===== config.mk =====
export PLATFORM = sky130hd
export DESIGN_NAME = spi_master_ctrl
export DESIGN_NICKNAME = d
export VERILOG_FILES = /design/src/rtl/spi_master_ctrl.sv
export SDC_FILE = /design/constraint.sdc
export NUM_CORES = 1
export LEC_CHECK = 0
export BUFFER_PORTS_ARGS = -buffer_cell sky130_fd_sc_hd__buf_2
export CAP_MARGIN = 25
export CORE_MARGIN = 2
export CORE_UTILIZATION = 50
export DETAILED_ROUTE_END_ITERATION = 10
export PLACE_DENSITY = 0.85
export SLEW_MARGIN = 30
export SYNTH_ARGS = -nofsm -noshare
export SYNTH_HDL_FRONTEND = slang
export SYNTH_SLANG_ARGS = --single-unit

===== constraint.sdc =====
create_clock -name clk_i -period 1.5 [get_ports clk_i]
set_clock_uncertainty 0.1 [all_clocks]
set_input_delay 0.225 -clock clk_i [delete_from_list [all_inputs] [get_ports clk_i]]
set_output_delay 0.225 -clock clk_i [all_outputs]
set_load 0.02 [all_outputs]

===== src/rtl/spi_master_ctrl.sv =====
// SPI mode-0 master burst sequencer: drives CS/SCLK/MOSI, steers an external
// MISO receive shifter, and flags per-byte and end-of-burst completion.
`timescale 1ns/1ps

module spi_master_ctrl #(
  parameter int CLK_DIV = 5,
  parameter int CNT_W   = 4
) (
  input  logic             clk_i,
  input  logic             reset_i,
  input  logic             start_i,
  input  logic [CNT_W-1:0] n_bytes_i,
  input  logic [7:0]       tx_data_i,
  output logic             cs_o,
  output logic             sclk_o,
  output logic             mosi_o,
  output logic             shift_o,
  output logic             rx_clr_o,
  output logic             busy_o,
  output logic             byte_done_o,
  output logic             done_o
);

  localparam int DIV_W = (CLK_DIV > 1) ? $clog2(CLK_DIV) : 1;
  localparam logic [DIV_W-1:0] DIV_LAST = DIV_W'(CLK_DIV - 1);
  localparam logic [DIV_W-1:0] DIV_PRE  = (CLK_DIV > 1) ? DIV_W'(CLK_DIV - 2) : '0;

  typedef enum logic [2:0] {IDLE, LEAD, HIGH, LOW, TRAIL} state_t;

  state_t           state;
  logic [DIV_W-1:0] div;
  logic [2:0]       bit_cnt;
  logic [CNT_W-1:0] bytes_left;
  logic [7:0]       tx;

  logic div_end;
  logic enter_last_low;
  logic byte_end;

  assign div_end = (div == DIV_LAST);
  // Byte bookkeeping happens on the edge that enters the final LOW cycle,
  // which for a one-cycle half-period is the HIGH->LOW edge itself.
  assign enter_last_low = (CLK_DIV == 1) ? (state == HIGH && div_end)
                                         : (state == LOW && div == DIV_PRE);
  assign byte_end = enter_last_low && (bit_cnt == 3'd7);

  always_ff @(posedge clk_i) begin
    if (reset_i) begin
      state       <= IDLE;
      div         <= '0;
      bit_cnt     <= '0;
      bytes_left  <= '0;
      tx          <= '0;
      cs_o        <= 1'b1;
      sclk_o      <= 1'b0;
      mosi_o      <= 1'b0;
      shift_o     <= 1'b0;
      rx_clr_o    <= 1'b0;
      busy_o      <= 1'b0;
      byte_done_o <= 1'b0;
      done_o      <= 1'b0;
    end else begin
      shift_o     <= 1'b0;
      rx_clr_o    <= 1'b0;
      byte_done_o <= 1'b0;
      done_o      <= 1'b0;
      case (state)
        IDLE: begin
          if (start_i && n_bytes_i != '0) begin
            state      <= LEAD;
            div        <= '0;
            bit_cnt    <= '0;
            bytes_left <= n_bytes_i;
            tx         <= tx_data_i;
            cs_o       <= 1'b0;
            busy_o     <= 1'b1;
            mosi_o     <= tx_data_i[7];
            rx_clr_o   <= 1'b1;
          end
        end
        LEAD: begin
          if (div_end) begin
            div     <= '0;
            state   <= HIGH;
            sclk_o  <= 1'b1;
            shift_o <= 1'b1;
          end else begin
            div <= div + 1'b1;
          end
        end
        HIGH: begin
          if (div_end) begin
            div    <= '0;
            state  <= LOW;
            sclk_o <= 1'b0;
            mosi_o <= tx[6];
            tx     <= {tx[6:0], 1'b0};
          end else begin
            div <= div + 1'b1;
          end
        end
        LOW: begin
          if (div_end) begin
            div     <= '0;
            bit_cnt <= bit_cnt + 3'd1;
            if (bit_cnt == 3'd7 && bytes_left == '0) begin
              state <= TRAIL;
            end else begin
              state   <= HIGH;
              sclk_o  <= 1'b1;
              shift_o <= 1'b1;
            end
          end else begin
            div <= div + 1'b1;
          end
        end
        TRAIL: begin
          if (div_end) begin
            div    <= '0;
            state  <= IDLE;
            cs_o   <= 1'b1;
            busy_o <= 1'b0;
            done_o <= 1'b1;
          end else begin
            div <= div + 1'b1;
          end
        end
        default: state <= IDLE;
      endcase

      // Next byte is loaded here, overriding the plain shift, so SCLK never pauses.
      if (byte_end) begin
        byte_done_o <= 1'b1;
        bytes_left  <= bytes_left - 1'b1;
        if (bytes_left != CNT_W'(1)) begin
          tx     <= tx_data_i;
          mosi_o <= tx_data_i[7];
        end
      end
    end
  end

endmodule

Word level (Yosys, flattened, before mapping)
Cells that the tools add are included.
Operators by class
  $add $sub $neg: 3
  equality and inequality tests: 14
  muxes and demuxes: 40
  bitwise operators: 2
  reductions and logical operators: 22
Operator list (number)
  8-bit two-way mux: 4
  3-bit two-way mux: 9
  8-bit case mux with 2 select lines: 1
  1-bit two-way mux: 15
  3-bit case mux with 5 select lines: 1
  4-bit two-way mux: 3
  2-bit != test, second input constant: 6
  3-bit case mux with 2 select lines: 2
  5-bit AND reduction: 2
  2-bit nonzero test: 5
  3-bit by 2-bit == test with 1-bit output, second input constant: 3
  3-bit == test, second input constant: 3
  1-bit case mux with 2 select lines: 4
  3-bit by 1-bit adder with 3-bit output, second input constant: 2
  3-bit AND reduction: 2
  1-bit logical AND: 4
  4-bit logical NOT: 1
  4-bit by 1-bit != test with 1-bit output, second input constant: 1
  2-bit AND reduction: 2
  4-bit nonzero test: 1
  2-bit OR reduction: 2
  4-bit OR reduction: 1
  4-bit by 1-bit subtractor with 4-bit output, second input constant: 1
  3-bit by 1-bit == test with 1-bit output, second input constant: 1
  4 further kinds: 5
Storage, ports and cells
  register bits: 29
  input port bits: 15
  output and inout port bits: 8
  word-level logic and storage cells: 94

Logic depth before layout (Yosys ltp)
Gate-level depths: netlist (run 1).
  word-level depth: 6
  depth in mapped cells: 7

Worst setup path after synthesis (run 1)
OpenSTA, ideal clock, no wires.
  path type: flip-flop to flip-flop
  from: register div[0]
  to: register tx[6]
  setup time: 0.059 ns
  arrival time: 1.446 ns
  required time: 1.341 ns
  path slack: -0.106 ns
  stages on the path, launching flop included: 7
  buffers on the path: 0
  period minus slack after synthesis: 1.606 ns
  cell sequence: dfxtp_1 ha_1 ha_1 and2_1 and2_1 a21oi_2 a22o_1
Between the ends
  longest elaborated chain between the ends: 5
  elaborated cells between the ends (all ways): 8
Ends and longest elaborated chain
  start: declaration: line 31  | logic [DIV_W-1:0] div;
  start signal: assignment: line 88  | div <= div + 1'b1;
  start signal: assignment: line 99  | div <= div + 1'b1;
  start signal: assignment: line 114  | div <= div + 1'b1;
  3-bit == test: line 40  | assign div_end = (div == DIV_LAST);
  8-bit two-way mux: line 92  | if (div_end) begin
  8-bit case mux with 2 select lines: line 67  | case (state)
  8-bit two-way mux: line 135  | if (bytes_left != CNT_W'(1)) begin
  8-bit two-way mux *: line 132  | if (byte_end) begin
  end signal: assignment: line 74  | tx <= tx_data_i;
  end signal: assignment: line 97  | tx <= {tx[6:0], 1'b0};
  end signal: assignment: line 136  | tx <= tx_data_i;
  end: declaration: line 34  | logic [7:0] tx;
Every way passes the cells marked *; elsewhere a longest branch is shown, timed or not.
A chain may end at the register's enable or synchronous reset.

Final worst setup path (run 1)
  from: register div[1]
  to: register bytes_left[3]
Between the ends
  longest elaborated chain between the ends: 5
  elaborated cells between the ends (all ways): 7
Ends and longest elaborated chain
  3-bit by 2-bit == test with 1-bit output *: line 44  | : (state == LOW && div == DIV_PRE);
  1-bit logical AND *: line 44
  1-bit logical AND *: line 45  | assign byte_end = enter_last_low && (bit_cnt == 3'd7);
  2-bit nonzero test (no line)
  2-bit AND reduction (no line)
  end signal: assignment: line 73  | bytes_left <= n_bytes_i;
  end signal: assignment: line 134  | bytes_left <= bytes_left - 1'b1;
  end: declaration: line 33  | logic [CNT_W-1:0] bytes_left;
Marks and branches as above.

==> metrics.txt, run 1 <==
pwr dens=669 nW/um^2; largest net degree at the start of global routing=15; Nets=242; fin crit share=1.07; fin area=2150 um^2; #FFs+latches synth=28; Die Footprint=3430 um^2; total global-route track usage=0.263; vias=1592; CP Launch Type=register; Final Power=1.44 mW; Mapped Area=1490 um^2; setup ws final=-0.110 ns; Congestion Overflow GR=0; Worst-Skew Late Latency=0.33 ns; vias in the first global route=1414; Worst Path Required=1.63 ns; status=finished with violations; Antenna Nets Post-Route=0; nature of the critical path endpoint=register; share of the synthesized area in the top cell type=0.376; Clock Sinks=28; cts bufs inserted=3; peak supply drop=0.670 mV; Root Driver=clkbuf_4; Max Freq=621 MHz; Die Wd=58.6 um; Max Slew Vio Count=0; crit-path most repeated cell=and2_4; WL/cell=19.0 um; Clock Path Buffers=2; max-cap violations=0; yosys warns=0; row cnt=19; minimum period implied by the final worst setup slack=1.61 ns; CTS tree=yes; Total Routed Length=4720 um; share of post-route cells with drive strength above 1=0.521; critical path cell sequence=ha_4, ha_1, and2_4, and2_4, a32oi_2, o22ai_2; clock slew at reported path FFs=0.14 ns; Max FO, Critical Path=4; Avg Cell Area, Syn=9.20 um^2; DRT iter0 DRCs=137; Syn Nets=185; prevailing post-synth register cell=dfxtp_1; count leader, synth=dfxtp_1; CP max-delay cell=dfxtp_4; placed instance area=1840 um^2; kind of critical path=reg -> reg; IO Count=23; final hold viol count=0; failing checks=negative setup slack; Max transition margin=0.681; number of filler cells placed in the layout=176; antenna violations before repair=0; most frequent cells after synthesis=28 x dfxtp_1, 10 x a21oi_1, 10 x nand2_1; final core utilization=0.766; number of remaining DRC errors=0; sequential share of the synthesized area=0.376; area of the core=2810 um^2; Vias/cell=6.42; Post-synth EDFFs=0; Pleak=0.867 nW; H-tree Lvls=1; Cells after Synth=162; height of the die=58.6 um; Register Area=579 um^2; Critical Path AT=1.74 ns; area occupied by multi-input gates=1040 um^2; Synth cell types=53; reg-to-reg slack, setup=-0.11 ns; IO buf count=22; synth top area cells=dfxtp_1 38%, ha_1 6.7%, a22o_1 4.1%, o2bb2ai_1 4.1%, a22oi_1 3.5%; Largest delay share family, worst path=flip-flops; HP Class=in -> reg; Layout area overhead=44.2%; Crit path buffers/inverters=0; worst slew pin tran=0.474 ns; effective utilization at floorplan=0.531; ant diodes=0; CP peak stage delay=0.39 ns; Yosys top cell by area=dfxtp_1; router iterations before antenna repair=5; RSZ-0062 raised after global routing=true; RD Place Congestion=0.903; Final setup viols=15; ys async rst share=0; Post-DP HPWL=2870 um; global-route wire length before repair=6860 um
[state kept, by name (all words and copies together) (netlist names), 3 cells and up]
name,flops
bit_cnt,3
bytes_left,4
div,3
state,3
tx,7
[layout make-up]
| class | instances | share of cell area |
|---|---|---|
| repair buffers | 61 | 0.199 |
| clock buffers | 3 | 0.0105 |
| well taps | 31 | 0.0181 |
| multi-input cells | 115 | 0.484 |
| flip-flops and latches | 28 | 0.270 |
| inverters | 10 | 0.0186 |
[what timing repair did]
item,4_1_cts,5_1_grt
setup endpoints to repair,20,21
gates cloned,1,0
buffers inserted,4,3
pin swaps,20,12
resized for setup,33,21
hold buffers,1,1
endpoints found under the hold margin,1,1
[where the power goes]
part / switching, mW / internal, mW / leakage, nW
Sequential: 0.0298 / 0.775 / 0.233
Combinational: 0.164 / 0.155 / 0.619
Clock: 0.219 / 0.0945 / 0.0138
Total: 0.413 / 1.02 / 0.867
[cells by family after synthesis]
family	Yosys count	synth area share
AND/OR/NAND/NOR	45	0.172
AO/OA/AOI/OAI	61	0.313
adder cells (fa/ha/maj)	8	0.0672
multiplexers	1	0.00756
buffers and inverters	19	0.0638
flip-flops	28	0.376
[per-stage QoR]
step | std cells | hold WS (ns) | TNS [ns] | worst slack (ns)
2_1_floorplan | 162 | 0.251 | -0.0349 | -0.0179
3_3_place_gp | 235 | 0.342 | -1.87 | -0.300
3_5_place_dp | 235 | 0.341 | -2.84 | -0.316
4_1_cts | 244 | 0.00588 | -0.591 | -0.0756
5_1_grt | 248 | 0.00900 | -1.88 | -0.169
6_report | 248 | 0.00906 | -0.931 | -0.110
[placed cells by master, fill, tap and decap left out, types with 2 or more instances in the layout]
cell type / synthesis / routed
nor3_1: 3 / 2
o21ai_0: 3 / 2
dfxtp_4: 0 / 3
a21oi_1: 10 / 6
buf_4: 1 / 34
a31oi_1: 4 / 4
dfxtp_1: 28 / 19
inv_2: 1 / 3
ha_4: 0 / 5
nand2_1: 10 / 7
a21oi_2: 2 / 4
ha_1: 8 / 3
dlygate4sd3_1: 0 / 2
a22oi_1: 7 / 7
nand2_2: 1 / 3
buf_2: 4 / 22
o21ai_2: 1 / 2
nand3_1: 7 / 5
a22o_1: 7 / 7
dfxtp_2: 0 / 6
o2bb2ai_1: 7 / 7
inv_1: 9 / 6
a32o_1: 2 / 2
and2_4: 1 / 4
nor3_4: 0 / 2
o21ai_1: 3 / 3
nor2_1: 7 / 7
buf_6: 2 / 2
a21oi_4: 0 / 2
clkbuf_4: 0 / 3
[final timing paths]
kind / from / end / cells past startpoint
setup / recovery: div[1] / bytes_left[3] / 6
hold / removal: tx_data_i[2] / tx[2] / 2
setup reg to reg: div[1] / bytes_left[3] / 6
hold reg to reg: busy_o / busy_o / 2
[worst register-to-register path, cell delays in order (launching register included)]
cell and delay (ns):
dfxtp_4 0.39, ha_4 0.16, ha_1 0.17, and2_4 0.16, and2_4 0.17, a32oi_2 0.26, o22ai_2 0.10
[per-layer routing]
metal  share of wire  track usage
met1            0.39        0.324
met2            0.49        0.443
met3           0.077       0.0659
met4           0.035        0.101
met5               0            0
No activity file was read; power rests on OpenSTA's default activity.
==> run 2, diff against run 1 <==
--- a/config.mk
+++ b/config.mk
@@ -8,9 +8,9 @@
 export BUFFER_PORTS_ARGS = -buffer_cell sky130_fd_sc_hd__buf_2
 export CAP_MARGIN = 25
 export CORE_MARGIN = 2
-export CORE_UTILIZATION = 50
+export CORE_UTILIZATION = 60
 export DETAILED_ROUTE_END_ITERATION = 10
-export PLACE_DENSITY = 0.85
+export PLACE_DENSITY = 0.95
 export SLEW_MARGIN = 30
 export SYNTH_ARGS = -nofsm -noshare
 export SYNTH_HDL_FRONTEND = slang
==> constraint.sdc (replaced) <==
create_clock -name clk_i -period 2 [get_ports clk_i]
set_clock_uncertainty 0.1 [all_clocks]
set_input_delay 0.4 -clock clk_i [delete_from_list [all_inputs] [get_ports clk_i]]
set_output_delay 0.4 -clock clk_i [all_outputs]
set_load 0.02 [all_outputs]
==> metrics.txt, run 2 (same netlist as run 1, synthesis figures left out) <==
critical path cell sequence=ha_1, ha_1, and2_1, and2_1, a21oi_2, a22o_1; CP max-delay cell=dfxtp_1; Critical Path AT=2.03 ns (+0.29 ns); vias=1372 (-14%); IO buf count=22 (unchanged); CTS tree=yes; worst slew pin tran=0.445 ns (-0.0295 ns); ant diodes=0 (unchanged); height of the die=53.8 um (-8.1%); Max Freq=543 MHz (-13%); Total Routed Length=3420 um (-27%); max reg flops=7 (unchanged); post-CTS setup buffer count=0 (-4); antenna violations before repair=0 (unchanged); final hold viol count=0 (unchanged); Hold WS=0.175 ns (+0.166 ns); Max FO, Critical Path=7 (+3); vias in the first global route=1260 (-11%); biggest regs=tx (7), bytes_left (4); CP peak stage delay=0.39 ns (about the same); commonest non-fill, non-tap cells in the layout=28 x dfxtp_1, 22 x buf_2, 10 x nand2_1, 10 x a21oi_1, 9 x inv_1; DRT iter0 DRCs=40 (-71%); Antenna Nets Post-Route=0 (unchanged); hold depth=2 (unchanged); HP Class=in -> reg; post-CTS sizing=0 (-100%); global-route wire length before repair=5600 um (-18%); area of the core=2410 um^2 (-14%); WL/cell=16.0 um (-16%); Worst Path Required=2.19 ns (+0.56 ns); Layout area overhead=10.6%; fin crit share=0.920 (-0.153); Max Slew Vio Count=0 (unchanged); kind of critical path=reg -> reg; pwr dens=604 nW/um^2 (-9.7%); hold endpoint=tx[3]; H-tree Lvls=1 (unchanged); Final setup viols=0 (-15); Hold Crit Start=tx_data_i[3]; RD Place Congestion=0.910 (+0.85%); FF-to-FF Start=div[0]; Die Wd=53.8 um (-8.1%); status=finished, final reports clean; Worst-Skew Late Latency=0.33 ns (about the same); hold_buf cts=0 (-1); worst r2r dst=tx[6]; Vias/cell=6.41 (-0.13%); row cnt=18 (-1); Clock Path Buffers=2 (unchanged); cts bufs inserted=3 (unchanged); Post-DP HPWL=2550 um (-11%); Largest Register=tx; most common cell after layout, fill and taps aside=dfxtp_1; peak supply drop=0.485 mV (-28%); Congestion Overflow GR=0 (unchanged); largest net degree at the start of global routing=19 (+4); Clock Sinks=28 (unchanged); reg-to-reg slack, setup=0.16 ns (+0.27 ns); RSZ-0062 raised after global routing=false; nature of the critical path endpoint=register; Die Footprint=2900 um^2 (-16%); Max transition margin=0.701 (+0.0194); Root Driver=clkbuf_4; minimum period implied by the final worst setup slack=1.84 ns (+0.230 ns); IO Count=23 (unchanged); Nets=209 (-14%); max-cap violations=0 (unchanged); clock slew at reported path FFs=0.14 ns (about the same); router iterations before antenna repair=4 (-1); Pleak=0.670 nW (-23%); setup TNS=0 ns (+0.931 ns); effective utilization at floorplan=0.618 (+0.0872); share of post-route cells with drive strength above 1=0.234 (-0.287); total global-route track usage=0.267 (+0.00333); R2R cell count=6 (unchanged); CP Launch Type=register; number of remaining DRC errors=0 (unchanged)
-- run 2: cell count changes in the layout (fill, tap and decap cells not counted), moves of 4 or more --
| cell | previous run | this run |
|---|---|---|
| dfxtp_2 | 6 | 0 |
| ha_1 | 3 | 8 |
| dfxtp_1 | 19 | 28 |
| ha_4 | 5 | 0 |
| buf_4 | 34 | 6 |
| a21oi_1 | 6 | 10 |
-- run 2: routing by layer --
layer	vias up	part of all wire	GRT usage
met1	665	0.41	0.340
li1	657	-	-
met3	5	0.044	0.0444
met4	0	0.012	0.0855
met2	45	0.53	0.455
met5	-	0	0
-- run 2: critical path, delay by kind of cell, from the launching register on --
kind | cells | cell delay [ns]
and+or+nand+nor | 2 | 0.41
adders and majority gates | 2 | 0.40
AOI/OAI and AO/OA | 2 | 0.50
DFF | 1 | 0.39
-- run 2: worst max path at each step --
stage / cells past startpoint / endpoint / slack (ns) / start
6_report: 6 / tx[6] / 0.16 / div[0]
5_1_grt: 6 / mosi_o / 0.07 / div[0]
4_1_cts: 6 / tx[6] / 0.18 / div[0]
3_5_place_dp: 5 / tx[1] / 0.17 / n_bytes_i[0]
3_3_place_gp: 5 / mosi_o / 0.23 / n_bytes_i[0]
2_1_floorplan: 6 / tx[6] / 0.39 / div[0]
-- run 2: cell type report --
class | instances | area (um^2)
Clock buffer | 3 | 22.5
Inverter | 10 | 37.5
Multi-Input combinational cell | 115 | 835
Tap cell | 30 | 37.5
Fill cell | 178 | 762
Timing Repair Buffer | 28 | 155
Sequential cell | 28 | 561
-- run 2: metrics by stage --
stage	setup slack (ns)	total power [mW]	cell area, um^2	std cells	util
6_report	0.160	0.996	1650	214	0.684
5_1_grt	0.0692	1.03	1650	214	0.684
4_1_cts	0.182	0.993	1650	214	0.684
3_5_place_dp	0.168	0.769	1630	211	0.674
3_3_place_gp	0.227	0.757	1630	211	0.674
2_1_floorplan	0.394	0.722	1490	162	-
-- run 2: report_power, final --
group	switching (mW)	total, mW	internal [mW]
Combinational	0.0850	0.153	0.0682
Clock	0.166	0.237	0.0709
Sequential	0.0236	0.606	0.583
Total	0.274	0.996	0.722
